## src/rtl/gemm_tile_sequencer.sv

```systemverilog
// Buffers one activation tile, streams it into the GEMM array one row per cycle,
// and collects each result row a fixed LATENCY cycles after its issue for unload.
module gemm_tile_sequencer #(
  parameter int SA_SIZE                = 4,
  parameter int WEIGHT_ACTIVATION_SIZE = 8,
  parameter int TILE_ROWS              = 8,
  parameter int LATENCY                = 2 * SA_SIZE
) (
  input  logic                                            clk,
  input  logic                                            resetn,
  input  logic                                            load_valid,
  output logic                                            load_ready,
  input  logic [SA_SIZE-1:0][WEIGHT_ACTIVATION_SIZE-1:0]  load_row,
  input  logic                                            start,
  output logic                                            busy,
  output logic                                            done,
  input  logic                                            sa_ready,
  output logic [SA_SIZE-1:0][WEIGHT_ACTIVATION_SIZE-1:0]  sa_act_out,
  input  logic [SA_SIZE-1:0][WEIGHT_ACTIVATION_SIZE-1:0]  sa_act_in,
  output logic                                            res_valid,
  input  logic                                            res_ready,
  output logic [SA_SIZE-1:0][WEIGHT_ACTIVATION_SIZE-1:0]  res_row
);

  localparam int W     = WEIGHT_ACTIVATION_SIZE;
  localparam int CNT_W = $clog2(TILE_ROWS) + 1;
  localparam int CYC_W = $clog2(LATENCY + TILE_ROWS) + 1;
  localparam int IDX_W = (TILE_ROWS > 1) ? $clog2(TILE_ROWS) : 1;

  localparam logic [CNT_W-1:0] ROWS       = CNT_W'(TILE_ROWS);
  localparam logic [CNT_W-1:0] LAST_ROW   = CNT_W'(TILE_ROWS - 1);
  localparam logic [CYC_W-1:0] LAST_ISSUE = CYC_W'(TILE_ROWS - 1);
  localparam logic [CYC_W-1:0] CAP_FIRST  = CYC_W'(LATENCY);
  localparam logic [CYC_W-1:0] CAP_LAST   = CYC_W'(LATENCY + TILE_ROWS - 1);

  typedef logic [SA_SIZE-1:0][W-1:0] row_t;
  typedef enum logic [1:0] {IDLE, STREAM, DRAIN, UNLOAD} state_t;

  state_t             state_q;
  logic [CNT_W-1:0]   load_cnt_q;
  logic [CNT_W-1:0]   rd_idx_q;
  logic [CYC_W-1:0]   cyc_q;
  logic               busy_q;
  logic               done_q;
  logic               res_valid_q;
  row_t               sa_act_out_q;

  row_t               in_buf_q  [TILE_ROWS];
  row_t               out_buf_q [TILE_ROWS];

  logic               load_fire;
  logic               start_ok;
  logic               capturing;
  logic               unload_fire;
  logic [CYC_W-1:0]   cyc_d;
  logic [IDX_W-1:0]   load_idx;
  logic [IDX_W-1:0]   issue_idx;
  logic [IDX_W-1:0]   cap_idx;
  logic [IDX_W-1:0]   rd_idx;

  assign load_ready  = (state_q == IDLE) && (load_cnt_q < ROWS);
  assign load_fire   = load_valid && load_ready;
  assign start_ok    = (state_q == IDLE) && start && (load_cnt_q == ROWS) && sa_ready;
  assign unload_fire = res_valid_q && res_ready;

  // cyc runs continuously from the first issue, so the capture window may open while still streaming
  assign capturing = ((state_q == STREAM) || (state_q == DRAIN)) &&
                     (cyc_q >= CAP_FIRST) && (cyc_q <= CAP_LAST);

  assign cyc_d     = cyc_q + CYC_W'(1);
  assign load_idx  = IDX_W'(load_cnt_q);
  assign issue_idx = IDX_W'(cyc_d);
  assign cap_idx   = IDX_W'(cyc_q - CAP_FIRST);
  assign rd_idx    = IDX_W'(rd_idx_q);

  // Tile storage carries no reset; every entry is written before it is read within a tile.
  always_ff @(posedge clk) begin
    if (load_fire) begin
      in_buf_q[load_idx] <= load_row;
    end
    if (capturing) begin
      out_buf_q[cap_idx] <= sa_act_in;
    end
  end

  always_ff @(posedge clk) begin
    if (!resetn) begin
      state_q      <= IDLE;
      load_cnt_q   <= '0;
      rd_idx_q     <= '0;
      cyc_q        <= '0;
      busy_q       <= 1'b0;
      done_q       <= 1'b0;
      res_valid_q  <= 1'b0;
      sa_act_out_q <= '0;
    end else begin
      done_q <= 1'b0;
      case (state_q)
        IDLE: begin
          if (load_fire) begin
            load_cnt_q <= load_cnt_q + CNT_W'(1);
          end
          if (start_ok) begin
            state_q      <= STREAM;
            cyc_q        <= '0;
            busy_q       <= 1'b1;
            sa_act_out_q <= in_buf_q[IDX_W'(0)];
          end
        end
        STREAM: begin
          cyc_q <= cyc_d;
          // sa_act_out is registered, so the row for the next cycle is selected here
          if (cyc_q == LAST_ISSUE) begin
            state_q      <= DRAIN;
            sa_act_out_q <= '0;
          end else begin
            sa_act_out_q <= in_buf_q[issue_idx];
          end
        end
        DRAIN: begin
          cyc_q <= cyc_d;
          if (cyc_q == CAP_LAST) begin
            state_q     <= UNLOAD;
            done_q      <= 1'b1;
            res_valid_q <= 1'b1;
          end
        end
        UNLOAD: begin
          if (unload_fire) begin
            if (rd_idx_q == LAST_ROW) begin
              state_q     <= IDLE;
              rd_idx_q    <= '0;
              load_cnt_q  <= '0;
              res_valid_q <= 1'b0;
              busy_q      <= 1'b0;
            end else begin
              rd_idx_q <= rd_idx_q + CNT_W'(1);
            end
          end
        end
        default: begin
          state_q <= IDLE;
        end
      endcase
    end
  end

  assign busy       = busy_q;
  assign done       = done_q;
  assign res_valid  = res_valid_q;
  assign sa_act_out = sa_act_out_q;
  assign res_row    = res_valid_q ? out_buf_q[rd_idx] : '0;

endmodule

```

## config.mk

```make
export PLATFORM = sky130hd
export DESIGN_NAME = gemm_tile_sequencer
export DESIGN_NICKNAME = d
export VERILOG_FILES = /design/src/rtl/gemm_tile_sequencer.sv
export SDC_FILE = /design/constraint.sdc
export NUM_CORES = 1
export LEC_CHECK = 0
export CAP_MARGIN = 10
export CORE_ASPECT_RATIO = 1.25
export CORE_MARGIN = 2
export CORE_UTILIZATION = 37
export CTS_CLUSTER_DIAMETER = 80
export DETAILED_ROUTE_END_ITERATION = 8
export PLACE_DENSITY = 0.52
export SYNTH_ARGS = -nofsm -noshare
export SYNTH_HDL_FRONTEND = slang
export SYNTH_SLANG_ARGS = --single-unit
```

## constraint.sdc

```tcl
create_clock -name clk -period 7.75 [get_ports clk]
set_input_delay 1.1625 -clock clk [delete_from_list [all_inputs] [get_ports clk]]
set_output_delay 1.1625 -clock clk [all_outputs]
set_load 0.005 [all_outputs]
```

==> impl_metrics.tcl, run 1 <==
set metrics [dict create \
    wl_per_cell_microns 23.45 \
    fin_skew_ns 0.02043 \
    status "completed" \
    critPathArrivalTime_ns 3.37 \
    syn_inst 1122 \
    synth_adder_area_share_pct 0.5671 \
    r2r_cells 7 \
    cts_tree "yes" \
    cts_max_level 2 \
    drt-initial-drc-count 676 \
    avgSynthCellArea_sq_um 19.66 \
    place_area_sq_um 24350 \
    gp_congestion 0.6966 \
    ys_seq_elements 565 \
    synth_top_area_share_pct 69.68 \
    synthTopCellsByArea "edfxtp_1 70%, mux4_2 13%, dfxtp_1 4.8%, nor2b_1 2.1%, a31oi_1 1.8%" \
    viasPerCell 5.285 \
    ys_seq_area_share_pct 74.49 \
    cp_max_fo 35 \
    max_clock_freq_ghz 0.2206 \
    fin_setup_tns_ns 0 \
    syn-num-nets 1202 \
    drv_cap 0 \
    yosysWarnings 0 \
    cp_top_family "buffers and inverters" \
    cp_cell_sequence "buf_4, mux4_2, mux2i_1, nor2b_1, clkdlybuf4s50_1" \
    worst-path-stages 5 \
    synth.area.mux_share_pct 14.70 \
    cp-end-kind "output pin" \
    path_class "reg -> out" \
    via_count 10980 \
    rr_startpoint "cyc_q[0]" \
    numClockSinks 565 \
    antenna_found_initial 5 \
    power_leakage_nw 7.938 \
    drc_errors 0 \
    ys_types 51 \
    synth-edff-count 512 \
    drive_gt1_share_pct 20.64 \
    grt_pass1_wl_microns 73600 \
    instances_no_fill 2078 \
    post-route-min-period_ns 4.533 \
    grt_max_degree 99 \
    path_clk_slew_ns 0.06 \
    dp_hpwl_microns 25000 \
    final_cell_mix "512 x edfxtp_1, 136 x clkdlybuf4s50_1, 128 x mux4_2, 73 x nor2b_1, 65 x a31oi_1" \
    area_growth_pct 18.68 \
    first_pass_iters 4 \
    fp.dieH_microns 277.0 \
    portBuffers 137 \
    ir_drop_mv 0.1824 \
    start_util_pct 37.20 \
    final_common_cell "edfxtp_1" \
    grt_usage_pct 15.92 \
    r2r-end "out_buf_q[0][5]" \
    dieArea_sq_um 61610 \
    core-area_sq_um 59310 \
    worst_pin_slew_ns 1.127 \
    post_cts_buffers 0 \
    synth_simple_gate_area_share_pct 3.533 \
    ios 138 \
    fp.dieW_microns 222.4 \
    synth_top_area_cell "edfxtp_1" \
    rrSetupSlack_ns 4.46 \
    synth_top_family_by_area "multiplexers" \
    synth_ff_type "edfxtp_1" \
    p_per_area_nw_per_um2 244.0 \
    hold_class "reg -> reg" \
    drv_slew 0 \
    max_slew_margin_pct 24.86 \
    synth_xor_area_share_pct 0.07939 \
    postRouteAntennaNets 0 \
    wirelength_microns 48730 \
    cts_buffers 56 \
    final_area_sq_um 26190 \
    cp-endpoint "res_row[27]" \
    synth_area_sq_um 22060 \
    cts_resized 0 \
    clockBufferDepth 3 \
    rsz0062_at_grt "false" \
    layout.nets 1349 \
    setup_viol 0 \
    synth_compound_area_share_pct 4.775 \
    fin_crit_sh_pct 58.49 \
    required_ns 6.59 \
    clkLatencyLatePin_ns 0.61 \
    hold_viol_final 0 \
    grt_remaining_overflow 0 \
    cts_hold_buf 0 \
    ys_async_sr_fraction_pct 0 \
    grt_pass1_vias 11650 \
    placedCellCount 1976 \
    antenna_cells 0 \
    rows 100 \
    cts-root-buf "clkbuf_16" \
    cp_slowest_cell "dfxtp_4" \
    slowest_delay_ns 0.83 \
    start_kind "flop" \
    critPathBufInv 2 \
]
worst min path at each step:
stage                             to       start  slack, ns  cells past startpoint
after global routing      state_q[1]  state_q[1]       0.53                      2
final                     state_q[1]  state_q[1]       0.50                      2
after CTS                 state_q[1]  state_q[1]       0.51                      2
after global placement    state_q[1]  state_q[1]       0.49                      2
after floorplan           state_q[1]  state_q[1]       0.47                      2
after detailed placement  state_q[1]  state_q[1]       0.50                      2
tightest hold or removal path, cell delays in order, from the launching register on:
cell and delay [ns]:
dfxtp_1 0.34, nand2_1 0.06, mux2i_1 0.05
registers in the layout, summed over array words and instances (netlist names), 2 cells and up, named ones only:
signal      flops
cyc_q           5
in_buf_q      256
load_cnt_q      4
out_buf_q     256
rd_idx_q        4
sa_act_out     32
state_q         2
cell families after synthesis:
logic type               Yosys count
XOR/XNOR                           2
buffers and inverters             82
AO/OA/AOI/OAI                    162
adder cells (fa/ha/maj)           10
AND/OR/NAND/NOR                  137
multiplexers                     164
flip-flops                       565
through the flow:
step | setup slack [ns] | hold WS (ns) | util [%] | total power [mW]
3_5_place_dp | 3.719 | 0.4984 | 41.07 | 3.767
2_1_floorplan | 3.765 | 0.4677 | - | 3.614
5_1_grt | 2.912 | 0.5320 | 44.15 | 6.610
3_3_place_gp | 3.708 | 0.4887 | 41.07 | 3.761
4_1_cts | 3.057 | 0.5069 | 44.15 | 6.476
6_report | 3.217 | 0.5026 | 44.15 | 6.388
final cells by class:
| cell class | count | area (sq um) |
|---|---|---|
| Fill cell | 5168 | 33120 |
| Inverter | 9 | 33.78 |
| Clock inverter | 28 | 280.3 |
| Clock buffer | 74 | 1550 |
| Timing Repair Buffer | 162 | 1554 |
| Sequential cell | 565 | 16450 |
| Multi-Input combinational cell | 475 | 5364 |
| Tap cell | 765 | 957.2 |
cell usage after synthesis, types with 5 or more instances:
master / instances
a21boi_0: 8
a21oi_1: 5
a31oi_1: 65
buf_1: 7
buf_2: 20
buf_4: 10
clkbuf_1: 32
dfxtp_1: 53
edfxtp_1: 512
ha_1: 10
inv_1: 9
mux2i_1: 35
mux4_2: 128
nand2_1: 12
nand3_1: 10
nor2_1: 19
nor2b_1: 73
o211ai_1: 32
o21ai_0: 32
o21ai_1: 7
routing by layer:
metal | wire [microns] | vias up | GRT usage [%]
li1 | - | 4898 | -
met1 | 19980 | 5768 | 19.65
met2 | 25290 | 226 | 28.27
met3 | 2472 | 81 | 3.629
met4 | 928 | 10 | 3.975
met5 | 64 | - | 0
power breakdown:
group / switching [mW] / internal (mW)
clock: 1.12 / 1.57
combinational: 0.175 / 0.123
sequential: 0.0212 / 3.38
total: 1.32 / 5.07
(Power assumes the default switching activity.)
==> run 2, diff against run 1 <==
Clock period 7.75 ns to 4.55 ns, I/O delays scaled along.
==> run 2 against run 1 <==
Combinational power grew 71%. Sequential power increased by 70%. Sequential cell count did not move. Power grew 74%. Clock power is 80% higher. Final area rose by 0.66%. Clock-buffer cell count unchanged. Via count grew 0.20%. Critical endpoint unchanged. Largest power group unchanged. Non-clock buffer count is 2 higher.
==> impl_metrics.tcl, run 2 (same netlist as run 1, synthesis figures left out) <==
set metrics [dict create \
    drv_cap 0 \
    postRouteAntennaNets 0 \
    grt_pass1_vias 11820 \
    cts_max_level 2 \
    grt_max_degree 99 \
    finalPower_mw 11.13 \
    hold_viol_final 0 \
    critPathArrivalTime_ns 2.92 \
    status "completed" \
    path_class "reg -> out" \
    final_area_sq_um 26360 \
    wl_per_cell_microns 23.72 \
    dp_hpwl_microns 26140 \
    gp_congestion 0.7050 \
    cts_hold_buf 0 \
    cts_buffers 58 \
    via_count 11010 \
    hold_class "reg -> reg" \
    fp.dieH_microns 277.0 \
    numClockSinks 565 \
    ios 138 \
    drt-initial-drc-count 856 \
    grt_remaining_overflow 0 \
    fin_util_pct 44.44 \
    holdPathStages 2 \
    start_kind "flop" \
    core-area_sq_um 59310 \
    fill_cells 5158 \
    required_ns 3.87 \
    power_leakage_nw 8.013 \
    max_clock_freq_ghz 0.2775 \
    grt_usage_pct 16.29 \
    layout.nets 1353 \
    post_cts_buffers 0 \
    antenna_cells 0 \
    p_per_area_nw_per_um2 422.3 \
    fin_crit_sh_pct 79.20 \
    fin_setup_tns_ns 0 \
    cp_max_fo 42 \
    area_growth_pct 19.46 \
    min_from "state_q[1]" \
    wirelength_microns 49480 \
    dieArea_sq_um 61610 \
    start_util_pct 37.20 \
    ir_drop_mv 0.3592 \
    final_common_cell "edfxtp_1" \
    place_area_sq_um 24410 \
    drc_errors 0 \
    max_slew_margin_pct 25.57 \
    path_clk_slew_ns 0.07 \
    whs_ns 0.5029 \
    drive_gt1_share_pct 21.12 \
    cp-end-kind "output pin" \
    rr_startpoint "cyc_q[1]" \
    drv_slew 0 \
    fp.dieW_microns 222.4 \
    grt_pass1_wl_microns 74980 \
    rsz0062_at_grt "false" \
    rows 100 \
    fin_skew_ns 0.01130 \
    setup_viol 0 \
    worst_pin_slew_ns 1.117 \
    clockBufferDepth 3 \
    cts-root-buf "clkbuf_16" \
    final_cell_mix "512 x edfxtp_1, 136 x clkdlybuf4s50_1, 128 x mux4_2, 73 x nor2b_1, 65 x a31oi_1" \
    first_pass_iters 4 \
    cts_tree "yes" \
    clkLatencyLatePin_ns 0.60 \
    antenna_found_initial 4 \
    portBuffers 137 \
    post-route-min-period_ns 3.604 \
    viasPerCell 5.276 \
    r2r_cells 7 \
    cts_resized 0 \
]
[run 2: changes by cell type in the layout (fill, tap and decap cells not counted), moves of 2 or more]
cell,change
clkbuf_8,-2
clkinv_2,+3
buf_12,+3
clkbuf_16,+2
inv_6,-2
bufinv_16,+3
[run 2: layer usage]
layer  vias up  wire length (microns)  track usage, %
met5         -                     60               0
met4         8                   1045           4.354
met3        80                   2494           3.894
met2       240                  25700           29.05
met1      5772                  20180           19.75
li1       4905                      -               -
[run 2: metrics by stage]
step | instances | setup slack (ns)
final | 2086 | 0.9464
after global routing | 2086 | 0.6757
after CTS | 2086 | 0.7976
after detailed placement | 1978 | 1.454
after global placement | 1978 | 1.442
after floorplan | 1122 | 0.5647
[run 2: critical path, stage by stage (launching register included)]
cell             delay (ns)
dfxtp_4                0.67
buf_12                 0.39
mux4_2                 0.56
mux2i_1                0.17
nor2b_1                0.07
clkdlybuf4s50_1        0.44
[run 2: cell type report]
cell class | count | area [sq um] | share of cell area, %
Sequential cell | 565 | 16450 | 62.40
Multi-Input combinational cell | 475 | 5364 | 20.35
Timing Repair Buffer | 164 | 1607 | 6.095
Clock buffer | 74 | 1573 | 5.967
Tap cell | 765 | 957.2 | 3.631
Clock inverter | 34 | 376.6 | 1.429
Inverter | 9 | 33.78 | 0.1282
[run 2: power by group]
group | total (mW) | switching (mW) | internal (mW)
clock network | 4.83 | 1.95 | 2.89
logic | 0.510 | 0.301 | 0.209
registers | 5.79 | 0.0400 | 5.75
total | 11.1 | 2.29 | 8.85
[run 2: worst paths after layout]
check	endpoint	slack, ns
worst min register to register	state_q[1]	0.50
worst max register to register	out_buf_q[2][22]	1.67
worst min-delay path	state_q[1]	0.50
worst max-delay path	res_row[27]	0.95
